`src/rtl/rf_sequencer.sv`:
```
// rf_sequencer: command-driven access controller for the 8x16 register file.
// Accepts one command at a time, performs the operand reads and the
// write-back as a short multi-cycle sequence, and returns the result with
// {N, Z, V} flags.
// Optional feature: define RF_SEQUENCER_SUB_EN to make opcode 100 a SUB.
// Without it, opcode 100 is illegal and no subtract logic is built.
module rf_sequencer #(
  parameter int W = 16
) (
  input  logic         clk,
  input  logic         reset_n,
  input  logic         cmd_valid,
  output logic         cmd_ready,
  input  logic [2:0]   cmd_op,
  input  logic [2:0]   cmd_rd,
  input  logic [2:0]   cmd_ra,
  input  logic [2:0]   cmd_rb,
  input  logic [W-1:0] cmd_imm,
  output logic         rsp_valid,
  input  logic         rsp_ready,
  output logic [W-1:0] rsp_data,
  output logic [2:0]   rsp_flags,
  output logic         rsp_err,
  output logic [2:0]   rf_writenum,
  output logic [2:0]   rf_readnum,
  output logic         rf_write,
  output logic [W-1:0] rf_data_in,
  input  logic [W-1:0] rf_data_out
);

  localparam logic [2:0] OP_LOAD = 3'b000;
  localparam logic [2:0] OP_MOV  = 3'b001;
  localparam logic [2:0] OP_ADD  = 3'b010;
  localparam logic [2:0] OP_READ = 3'b011;
`ifdef RF_SEQUENCER_SUB_EN
  localparam logic [2:0] OP_SUB  = 3'b100;
`endif

  typedef enum logic [2:0] {
    S_IDLE,
    S_RDA,
    S_RDB,
    S_WR,
    S_DONE
  } state_t;

  state_t         state, state_next;
  logic [2:0]     op_q, rd_q, ra_q, rb_q;
  logic [W-1:0]   imm_q, a_q, b_q;
  logic [W-1:0]   alu_res;
  logic           alu_v;
  logic           cmd_legal;

  // Decode which opcodes this build supports
  always_comb begin
    cmd_legal = 1'b0;
    case (cmd_op)
      OP_LOAD, OP_MOV, OP_ADD, OP_READ: cmd_legal = 1'b1;
`ifdef RF_SEQUENCER_SUB_EN
      OP_SUB:                           cmd_legal = 1'b1;
`endif
      default:                          cmd_legal = 1'b0;
    endcase
  end

  // Write-back value and signed overflow, computed only from latched fields
  always_comb begin
    alu_res = '0;
    alu_v   = 1'b0;
    case (op_q)
      OP_LOAD: alu_res = imm_q;
      OP_MOV:  alu_res = a_q;
      OP_ADD: begin
        alu_res = a_q + b_q;
        alu_v   = (a_q[W-1] == b_q[W-1]) && (alu_res[W-1] != a_q[W-1]);
      end
`ifdef RF_SEQUENCER_SUB_EN
      OP_SUB: begin
        alu_res = a_q - b_q;
        alu_v   = (a_q[W-1] != b_q[W-1]) && (alu_res[W-1] != a_q[W-1]);
      end
`endif
      default: begin
        alu_res = '0;
        alu_v   = 1'b0;
      end
    endcase
  end

  // State register; reset abandons any sequence so rf_write drops at once
  always_ff @(posedge clk or negedge reset_n) begin
    if (!reset_n) state <= S_IDLE;
    else          state <= state_next;
  end

  // Next state and all register-file / handshake outputs from state only
  always_comb begin
    state_next  = state;
    cmd_ready   = 1'b0;
    rsp_valid   = 1'b0;
    rf_write    = 1'b0;
    rf_writenum = 3'd0;
    rf_readnum  = 3'd0;
    rf_data_in  = '0;
    case (state)
      S_IDLE: begin
        cmd_ready = 1'b1;
        if (cmd_valid) begin
          if (!cmd_legal)           state_next = S_DONE;
          else if (cmd_op == OP_LOAD) state_next = S_WR;
          else                      state_next = S_RDA;
        end
      end
      S_RDA: begin
        rf_readnum = ra_q;
        if (op_q == OP_MOV)       state_next = S_WR;
        else if (op_q == OP_READ) state_next = S_DONE;
        else                      state_next = S_RDB;
      end
      S_RDB: begin
        rf_readnum = rb_q;
        state_next = S_WR;
      end
      S_WR: begin
        rf_write    = 1'b1;
        rf_writenum = rd_q;
        rf_data_in  = alu_res;
        state_next  = S_DONE;
      end
      S_DONE: begin
        rsp_valid = 1'b1;
        if (rsp_ready) state_next = S_IDLE;
      end
      default: state_next = S_IDLE;
    endcase
  end

  // Command fields, operands and the response registers
  always_ff @(posedge clk or negedge reset_n) begin
    if (!reset_n) begin
      op_q      <= 3'd0;
      rd_q      <= 3'd0;
      ra_q      <= 3'd0;
      rb_q      <= 3'd0;
      imm_q     <= '0;
      a_q       <= '0;
      b_q       <= '0;
      rsp_data  <= '0;
      rsp_flags <= 3'd0;
      rsp_err   <= 1'b0;
    end else begin
      case (state)
        S_IDLE: begin
          if (cmd_valid) begin
            op_q  <= cmd_op;
            rd_q  <= cmd_rd;
            ra_q  <= cmd_ra;
            rb_q  <= cmd_rb;
            imm_q <= cmd_imm;
            if (!cmd_legal) begin
              rsp_data  <= '0;
              rsp_flags <= 3'd0;
              rsp_err   <= 1'b1;
            end else begin
              rsp_err   <= 1'b0;
            end
          end
        end
        S_RDA: begin
          a_q <= rf_data_out;
          if (op_q == OP_READ) begin
            rsp_data  <= rf_data_out;
            rsp_flags <= {rf_data_out[W-1], (rf_data_out == '0), 1'b0};
          end
        end
        S_RDB: b_q <= rf_data_out;
        S_WR: begin
          rsp_data  <= alu_res;
          rsp_flags <= {alu_res[W-1], (alu_res == '0), alu_v};
        end
        default: ;
      endcase
    end
  end

endmodule

```
`config.mk`:
```
export PLATFORM = sky130hd
export DESIGN_NAME = rf_sequencer
export DESIGN_NICKNAME = d
export VERILOG_FILES = /design/src/rtl/rf_sequencer.sv
export SDC_FILE = /design/constraint.sdc
export NUM_CORES = 1
export LEC_CHECK = 0
export CAP_MARGIN = 30
export CORE_MARGIN = 2
export CORE_UTILIZATION = 52
export CTS_CLUSTER_DIAMETER = 150
export DETAILED_ROUTE_END_ITERATION = 8
export PLACE_DENSITY = 0.92
export SYNTH_ARGS = -nofsm -noshare
export SYNTH_HDL_FRONTEND = slang
export SYNTH_SLANG_ARGS = --single-unit
```
`constraint.sdc`:
```
create_clock -name clk -period 2.8 [get_ports clk]
set_input_delay 0.56 -clock clk [delete_from_list [all_inputs] [get_ports clk]]
set_output_delay 0.56 -clock clk [all_outputs]
set_load 0.02 [all_outputs]
```
==> reports/metrics.yaml, run 1 <==
outcome: "complete, but fails checks"
violations: "setup timing"
coreArea_sq_um: 8640
drtIter0Drc: 221
ctsHoldBuffers: 0
holdCritPathClass: "in2async"
grt_pass1_vias: 4709
cp-end-kind: "output port"
grt_max_degree: 51
dp.cells: 717
wl_per_cell_um: 20.9
power_density_nw_per_um2: 1450
critical_path_class: "reg2out"
grt_util_all_layers: 0.317
setup_viol: 15
power_mw: 10.1
crit_fanout: 3
worstSkewPairLatency_ns: 0.37
grt_first_pass_wirelength_um: 24100
ir_drop_v: 0.000909
vias: 4627
fmax_mhz: 292
period_share: 1.23
tightest_slew_ns: 0.797
drive_above_1_share: 0.376
leakagePower_nw: 3.05
synth_area_leader_cell: "dfrtp_1"
path_clk_slew_ns: 0.10
num-fill-cells: 522
areaGrowthSynthToFinish_pct: 52.2
yosys_warnings: 0
yosys-top-cells-area: "dfrtp_1 45%, mux2_2 10%, nand2_1 5.2%"
gp_congestion: 0.922
grt-ovfl-total: 0
start_util: 0.532
n_antenna_cell: 0
antenna_found_initial: 0
async_reset_ff_frac: 1.00
final_cell_mix: "89 x buf_4, 82 x dfrtp_1, 75 x clkdlybuf4s50_1"
required_ns: 2.24
synth_top_flop_cell: "dfrtp_1"
r2r_slack_ns: -0.21
final_common_cell: "buf_4"
vias_per_cell: 6.10
fin_crit_ns: 3.43
placed_area_sq_um: 6100
num_io_pins: 93
regArea_sq_um: 2050
numCtsBuffers: 9
multi_input_area_sq_um: 2830
worst_path_max_delay_cell: "dfrtp_1"
synth_edf_count: 0
place.detailed.hpwl_um: 10300
fin_cells: 759
postRouteAntennaNets: 0
mappedNetlistNets: 536
ys_types: 61
max-cap-violations: 0
relSlewSlack: 0.467
fin_ws_ns: -0.630
die_x_um: 98.0
cp.arrival_ns: 2.87
wirelength_um: 15800
skew_ns: 0.0101
dieArea_sq_um: 9610
drv_slew: 0
synth_area_sq_um: 4600
avgSynthCellArea_sq_um: 9.74
htree_levels: 3
yosysSeqAreaShare: 0.446
hold_violations: 0
rsz0062_at_grt: "true"
ys_ff_latch: 82
fin_area_sq_um: 7000
netlist_instances: 472
post-route-drc-count: 0
portBuffers: 92
placementRows: 34
crit_chain: "ha_2, inv_2, fa_2, nor2b_4, o2111ai_4, a21oi_2, o41ai_2, a31oi_1, xnor2_1, o32ai_2, buf_4"
clock_path_buffers: 2
cp_slowest_stage_delay_ns: 0.40
cts_tree: "built"
yosysTopAreaCellShare: 0.446
numClockSinks: 82
final_nets: 710
die_y_um: 98.0
crit_path_start_kind: "register"
dr.pass1.iters: 5
cts_root_buf: "clkbuf_8"
## cells in the mapped netlist, types with 5 or more instances
cell,count
dfrtp_1,82
nand2_1,64
mux2_2,42
nor2_1,40
a21oi_1,37
clkbuf_1,17
mux2i_1,17
ha_1,15
o21ai_0,13
inv_1,12
nor3_1,12
a31oi_1,9
and2_1,8
o22a_1,8
xnor2_1,6
nor4_1,5
o22ai_1,5
## layout make-up
cell class / instances / area share
multi-input cells: 353 / 0.405
well taps: 108 / 0.0193
clock inverters: 6 / 0.0140
clock buffers: 10 / 0.0197
inverters: 12 / 0.00644
flip-flops and latches: 82 / 0.293
repair buffers: 188 / 0.243
## registers in the layout, summed over array words and instances, names as in the netlist, 3 cells and up
signal    cells
state         3
ra_q          3
rsp_data     16
rd_q          3
imm_q        16
a_q          16
op_q          3
rb_q          3
b_q          16
## final timing paths
| path | start | end | cells past startpoint |
|---|---|---|---|
| setup / recovery | a_q[0] | rf_data_in[14] | 11 |
| hold / removal | reset_n | imm_q[2] | 1 |
| setup reg to reg | a_q[0] | rsp_flags[1] | 14 |
| hold reg to reg | imm_q[7] | imm_q[7] | 1 |
| max in group asynchronous | reset_n | rsp_data[9] | 2 |
| min in group clk | imm_q[7] | imm_q[7] | 1 |
## report_power, final
part	leakage (nW)	internal (mW)	total (mW)	switching, mW
Combinational	1.95	3.36	6.84	3.48
Clock	0.119	0.540	1.04	0.501
Sequential	0.985	1.79	2.26	0.466
Total	3.05	5.70	10.1	4.44
## worst max-delay path: cells and delay by family (launching register included)
| family | cells | cell delay [ns] |
|---|---|---|
| buf+inv | 2 | 0.24 |
| flops | 1 | 0.40 |
| fa+ha+maj | 2 | 0.41 |
| xor+xnor | 1 | 0.32 |
| simple gates | 1 | 0.06 |
| compound gates | 5 | 1.05 |
## kinds of logic after synthesis
family,synth area share
AOI/OAI and AO/OA,0.154
xor gates and xnor gates,0.0171
adders and majority gates,0.0452
buffers and inverters,0.0340
DFF,0.446
muxes,0.140
and+or+nand+nor,0.164
## repair_timing
item                       in CTS  in global routing
buffers inserted                9                 17
resized for setup             100                 82
pin swaps                      23                 44
setup endpoints to repair      17                 20
## per-stage QoR
step           worst slack (ns)  hold WS, ns  utilization  TNS, ns
2_1_floorplan            0.0997        0.264            -        0
3_3_place_gp             -0.679        0.485        0.704    -4.65
3_5_place_dp             -0.790        0.493        0.707    -5.04
4_1_cts                  -0.488        0.138        0.757    -3.27
5_1_grt                  -0.802        0.150        0.810    -5.34
6_report                 -0.630        0.129        0.810    -3.85
## layer usage
layer  vias to the layer above  global-route usage  wire, um  share of wire
li1                       2046                   -         -              -
met5                         -                   0         0              0
met4                         0               0.126       751          0.047
met2                       241               0.550      8070           0.51
met3                        73              0.0530       920          0.058
met1                      2267               0.394      6110           0.39
No activity file was read; power rests on OpenSTA's default activity.
==> run 2: changes to the inputs <==
Settings changed: CTS_CLUSTER_SIZE set to 40, HOLD_SLACK_MARGIN set to 0.06.
==> results of run 2 <==
No change in the layout: final DEF, timing and power equal those of run 1.
